## src/rtl/down_timer_if.sv

```systemverilog
// rtl/down_timer_if.sv - control/status bundle for down_timer.
// Optional `periodic` input exists only when DOWN_TIMER_AUTO_RELOAD_EN is defined.
interface down_timer_if #(
  parameter int WIDTH = 16
);
  logic             cen;
  logic             load;
  logic [WIDTH-1:0] load_val;
  logic             start;
  logic             stop;
`ifdef DOWN_TIMER_AUTO_RELOAD_EN
  logic             periodic;
`endif
  logic [WIDTH-1:0] q;
  logic             busy;
  logic             done;
  logic             sync_unf;

  modport master (
`ifdef DOWN_TIMER_AUTO_RELOAD_EN
    output periodic,
`endif
    output cen, load, load_val, start, stop,
    input  q, busy, done, sync_unf
  );

  modport slave (
`ifdef DOWN_TIMER_AUTO_RELOAD_EN
    input  periodic,
`endif
    input  cen, load, load_val, start, stop,
    output q, busy, done, sync_unf
  );
endinterface

```

## src/rtl/down_timer.sv

```systemverilog
// rtl/down_timer.sv - loadable start/stop down-counter with done pulse and borrow output.
// Define DOWN_TIMER_AUTO_RELOAD_EN to enable periodic auto-reload at terminal count.
module down_timer #(
  parameter int               WIDTH       = 16,
  parameter logic [WIDTH-1:0] RELOAD_INIT = '0
) (
  input  logic         clk,
  input  logic         rst,
  down_timer_if.slave  bus
);

  typedef enum logic {
    IDLE = 1'b0,
    RUN  = 1'b1
  } state_e;

  state_e           state_q, state_d;
  logic [WIDTH-1:0] q_q, q_d;
  logic [WIDTH-1:0] reload_q, reload_d;
  logic             busy_q, busy_d;
  logic             done_q, done_d;
  logic [WIDTH-1:0] r_eff;
  logic             terminal;
  logic             reload_hit;

  // A load in the same cycle as start takes effect for that start.
  assign r_eff    = bus.load ? bus.load_val : reload_q;
  assign terminal = (state_q == RUN) && (q_q == WIDTH'(1)) && bus.cen && !bus.stop;

`ifdef DOWN_TIMER_AUTO_RELOAD_EN
  assign reload_hit = bus.periodic && (reload_q != '0);
`else
  assign reload_hit = 1'b0;
`endif

  always_comb begin
    state_d  = state_q;
    q_d      = q_q;
    reload_d = reload_q;
    done_d   = 1'b0;

    if (bus.load) begin
      reload_d = bus.load_val;
    end

    case (state_q)
      IDLE: begin
        if (bus.start) begin
          if (r_eff != '0) begin
            state_d = RUN;
            q_d     = r_eff;
          end else begin
            q_d    = '0;
            done_d = 1'b1;
          end
        end else if (bus.load) begin
          q_d = bus.load_val;
        end
      end

      RUN: begin
        // stop wins over terminal count, decrement and start.
        if (bus.stop) begin
          state_d = IDLE;
        end else if (terminal) begin
          done_d = 1'b1;
          if (reload_hit) begin
            q_d = reload_q;
          end else begin
            state_d = IDLE;
            q_d     = '0;
          end
        end else if (bus.cen && (q_q > WIDTH'(1))) begin
          q_d = q_q - WIDTH'(1);
        end else if (q_q == '0) begin
          state_d = IDLE;
        end
      end

      default: begin
        state_d = IDLE;
      end
    endcase

    busy_d = (state_d == RUN);
  end

  always_ff @(posedge clk or posedge rst) begin
    if (rst) begin
      state_q  <= IDLE;
      q_q      <= '0;
      reload_q <= RELOAD_INIT;
      busy_q   <= 1'b0;
      done_q   <= 1'b0;
    end else begin
      state_q  <= state_d;
      q_q      <= q_d;
      reload_q <= reload_d;
      busy_q   <= busy_d;
      done_q   <= done_d;
    end
  end

  assign bus.q        = q_q;
  assign bus.busy     = busy_q;
  assign bus.done     = done_q;
  assign bus.sync_unf = terminal;

endmodule

```

## src/flat_wrapper.sv

```systemverilog
// flat-port wrapper written by rule: the top's interface ports become plain ports
module down_timer_flat 
#(
  parameter int               WIDTH       = 16,
  parameter logic [WIDTH-1:0] RELOAD_INIT = '0
)
  (clk, rst, bus_cen, bus_load, bus_load_val, bus_start, bus_stop, bus_q, bus_busy, bus_done, bus_sync_unf);
  down_timer_if #(.WIDTH(WIDTH)) bus_i ();
  input  logic clk;
  input  logic rst;
  input wire logic [$bits(bus_i.cen)-1:0] bus_cen;
  input wire logic [$bits(bus_i.load)-1:0] bus_load;
  input wire logic [$bits(bus_i.load_val)-1:0] bus_load_val;
  input wire logic [$bits(bus_i.start)-1:0] bus_start;
  input wire logic [$bits(bus_i.stop)-1:0] bus_stop;
  output wire logic [$bits(bus_i.q)-1:0] bus_q;
  output wire logic [$bits(bus_i.busy)-1:0] bus_busy;
  output wire logic [$bits(bus_i.done)-1:0] bus_done;
  output wire logic [$bits(bus_i.sync_unf)-1:0] bus_sync_unf;
  assign bus_i.cen = bus_cen;
  assign bus_i.load = bus_load;
  assign bus_i.load_val = bus_load_val;
  assign bus_i.start = bus_start;
  assign bus_i.stop = bus_stop;
  assign bus_q = bus_i.q;
  assign bus_busy = bus_i.busy;
  assign bus_done = bus_i.done;
  assign bus_sync_unf = bus_i.sync_unf;
  down_timer #(.WIDTH(WIDTH), .RELOAD_INIT(RELOAD_INIT)) u_core (.clk(clk), .rst(rst), .bus(bus_i));
endmodule
```

## config.mk

```make
export PLATFORM = sky130hd
export DESIGN_NAME = down_timer_flat
export DESIGN_NICKNAME = d
export VERILOG_FILES = /design/src/rtl/down_timer_if.sv /design/src/rtl/down_timer.sv /design/src/flat_wrapper.sv
export SDC_FILE = /design/constraint.sdc
export NUM_CORES = 1
export LEC_CHECK = 0
export BUFFER_PORTS_ARGS = -buffer_cell sky130_fd_sc_hd__buf_4
export CAP_MARGIN = 15
export CELL_PAD_IN_SITES_DETAIL_PLACEMENT = 0
export CELL_PAD_IN_SITES_GLOBAL_PLACEMENT = 1
export CORE_ASPECT_RATIO = 0.5
export CORE_MARGIN = 4
export CORE_UTILIZATION = 43
export CTS_BUF_LIST = sky130_fd_sc_hd__clkbuf_4 sky130_fd_sc_hd__clkbuf_8
export DETAILED_ROUTE_END_ITERATION = 10
export PLACE_DENSITY_LB_ADDON = 0.1
export SYNTH_ARGS = -nofsm -noshare
export SYNTH_HDL_FRONTEND = slang
export SYNTH_SLANG_ARGS = --single-unit
export TNS_END_PERCENT = 20
```

## constraint.sdc

```tcl
create_clock -name clk -period 2.4 [get_ports clk]
set_input_delay 0.12 -clock clk [delete_from_list [all_inputs] [get_ports clk]]
set_output_delay 0.12 -clock clk [all_outputs]
set_load 0.01 [all_outputs]
```

==> reports/metrics.yaml <==
end_kind: "register"
antenna_cells: 0
grt_pass1_wl_um: 9690
slowest_stage: "nor3_1"
worst_pin_slew_ns: 0.904
startpoint_type: "register"
fmax_mhz: 456
die_h_um: 57.3
reg2reg_depth: 6
finalClockSkew_ns: 0.00796
via_count: 1918
cts_hold_buf: 0
cts_tree: "built"
crit_path_max_incr_delay_ns: 0.46
synth_seq_area_share: 0.406
crit_end: "u_core.bus.q[15]"
vias_per_cell: 5.73
whs_ns: 0.0190
grt_pass1_vias: 1813
arrival_ns: 2.37
io_pins: 41
cts_root_buf: "clkbuf_8"
drv_slew: 0
fin_crit_sh: 0.915
design.die.area_mm2: 0.00612
grt_overflow: 0
coreArea_mm2: 0.00455
wirelength_um: 6050
numPortBuffers: 40
cts_post_setup_buffers_inserted: 0
initial_core_util: 0.460
tns_ns: 0
synth_seq_cells: 34
hold_viol: 0
syn_inst: 223
dp_hpwl_um: 4570
drt_first_pass_iters: 4
rsz0062_at_grt: "false"
post_dp_cell_area_mm2: 0.00249
r2r_start: "u_core.bus.q[9]"
hp-class: "input pin to asynchronous set/reset pin"
syn_area_per_cell_um2: 9.39
synth_area_leader_cell: "dfrtp_1"
clk_latency_ns: 0.29
die_w_um: 107
synthTopCellsByArea: "dfrtp_1 41%, mux2_2 5.9%, mux2i_1 4.3%"
crit_start: "u_core.bus.q[9]"
cts_buffers: 5
synth-edff-count: 0
cts.sinks: 34
gp_congestion: 0.923
fill_cells: 434
finalNetCount: 293
cts_resized: 0
synth.net_count: 248
drive_gt1_frac: 0.271
drc: 0
power_leakage_nw: 1.10
ctsHtreeMaxLevel: 2
syn2layout_area_growth_pct: 23.6
criticalPathCategory: "register to register"
antenna_found_initial: 0
powerDensity_mw_per_mm2: 838
peakVddDrop_v: 0.000445
r2r_end: "u_core.bus.q[15]"
regToRegSetupSlack_ns: 0.20
synth_cell_types: 50
grt_max_degree: 29
drt_iter0_markers: 221
fin_crit_ns: 2.20
rows: 17
clk_pin_slew_ns: 0.08
cap_violations: 0
crit_required_ns: 2.57
finalPower_mw: 2.17
synth_ff_type: "dfrtp_1"
crit_fanout: 20
ant_nets: 0
yosys_warnings: 0
grt_usage: 0.207
clk_path_buf_depth: 2
final_area_mm2: 0.00259
setup_viol: 0
slew_headroom: 0.396
synthArstFlopShare: 1.00
crit_chain: "nor3_1, nand4_1, o21ai_1, buf_4, nor2_1, a221o_1"
status: "finished clean"
wl_per_cell_um: 18.1
synth_area_mm2: 0.00209
yosys.area.top_type_share: 0.406
[per-stage QoR]
step | setup slack [ns] | util | instances
2_1_floorplan | 0.485 | - | 223
3_3_place_gp | 0.304 | 0.548 | 327
3_5_place_dp | 0.278 | 0.548 | 327
4_1_cts | 0.254 | 0.568 | 335
5_1_grt | 0.128 | 0.568 | 335
6_report | 0.205 | 0.568 | 335
[registers in the layout, summed over array words and instances (netlist names)]
| signal | count |
|---|---|
| u_core.bus.q | 16 |
| u_core.reload_q | 16 |
| u_core.bus.done | 1 |
| u_core.state_q | 1 |
[worst max-delay path, delay by kind of cell, from the launching register on]
family          cells  cell delay, ns
flops               1            0.42
compound gates      2            0.56
simple gates        3            0.84
buf+inv             1            0.26
[area by class of cell]
type | count | area, um^2 | share of cell area
Timing Repair Buffer | 49 | 368 | 0.142
Inverter | 13 | 48.8 | 0.0189
Tap cell | 66 | 82.6 | 0.0319
Clock buffer | 6 | 82.6 | 0.0319
Clock inverter | 2 | 12.5 | 0.00484
Multi-Input combinational cell | 165 | 1140 | 0.441
Sequential cell | 34 | 851 | 0.329
[how the worst min path moves through the flow]
stage | from | end | slack (ns) | cells after the start
6_report | rst | u_core.reload_q[9] | 0.02 | 2
5_1_grt | bus_load_val[12] | u_core.reload_q[12] | 0.07 | 3
4_1_cts | rst | u_core.reload_q[4] | 0.04 | 2
3_5_place_dp | rst | u_core.reload_q[9] | 0.35 | 2
3_3_place_gp | rst | u_core.reload_q[9] | 0.34 | 2
2_1_floorplan | rst | u_core.bus.done | 0.26 | 1
[report_power, final]
group / internal, mW / switching, mW / leakage (nW)
clock: 0.231 / 0.234 / 0.0472
combinational: 0.388 / 0.420 / 0.648
sequential: 0.696 / 0.200 / 0.409
total: 1.31 / 0.854 / 1.10
[metal layers]
layer  GRT usage  up-vias  part of all wire
li1            -      930                 -
met5           0        -                 0
met2       0.272       72              0.39
met3      0.0644        8              0.10
met4      0.0401        0             0.011
met1       0.326      908              0.50
[cells in the mapped netlist, types with 2 or more instances]
cell and instances:
a21oi_1 12, o21ai_0 13, nor3_1 11, nand2b_1 2, a31oi_1 2, mux2i_1 9, mux2_2 11, buf_2 5
nand2_1 15, o22ai_1 5, o221ai_1 2, nor2_1 16, nor4_1 5, or3_1 4, nand3_1 3, clkbuf_1 3
o32a_1 2, o21ai_1 7, ha_1 3, dfrtp_1 34, o2bb2ai_1 4, a221o_1 4, or4_1 4, buf_1 2
a21boi_1 2, nor4_4 3, a22o_1 2, nand4_1 4, inv_1 13
[cell families after synthesis]
family | count (synthesis) | share of synthesized area
multiplexers | 20 | 0.102
adder cells (fa/ha/maj) | 3 | 0.0179
AO/OA/AOI/OAI | 67 | 0.218
AND/OR/NAND/NOR | 75 | 0.208
buffers and inverters | 24 | 0.0478
flip-flops | 34 | 0.406
[cells in the final DEF (no fill, tap or decap), drive strengths merged, types with 2 or more instances in the layout]
cell type	instances
nand4	4
a21oi	12
o2bb2ai	4
o221ai	2
inv	13
a31oi	2
nand3	3
a221o	4
o32a	2
or3	4
nor2	16
buf	49
a21boi	2
nor4	8
nand2	15
clkbuf	6
dfrtp	34
nor3	11
nand2b	2
mux2i	9
mux2	11
or4	4
o21ai	20
o22ai	5
a22o	2
ha	3
Power figures use the tool's default switching activity.
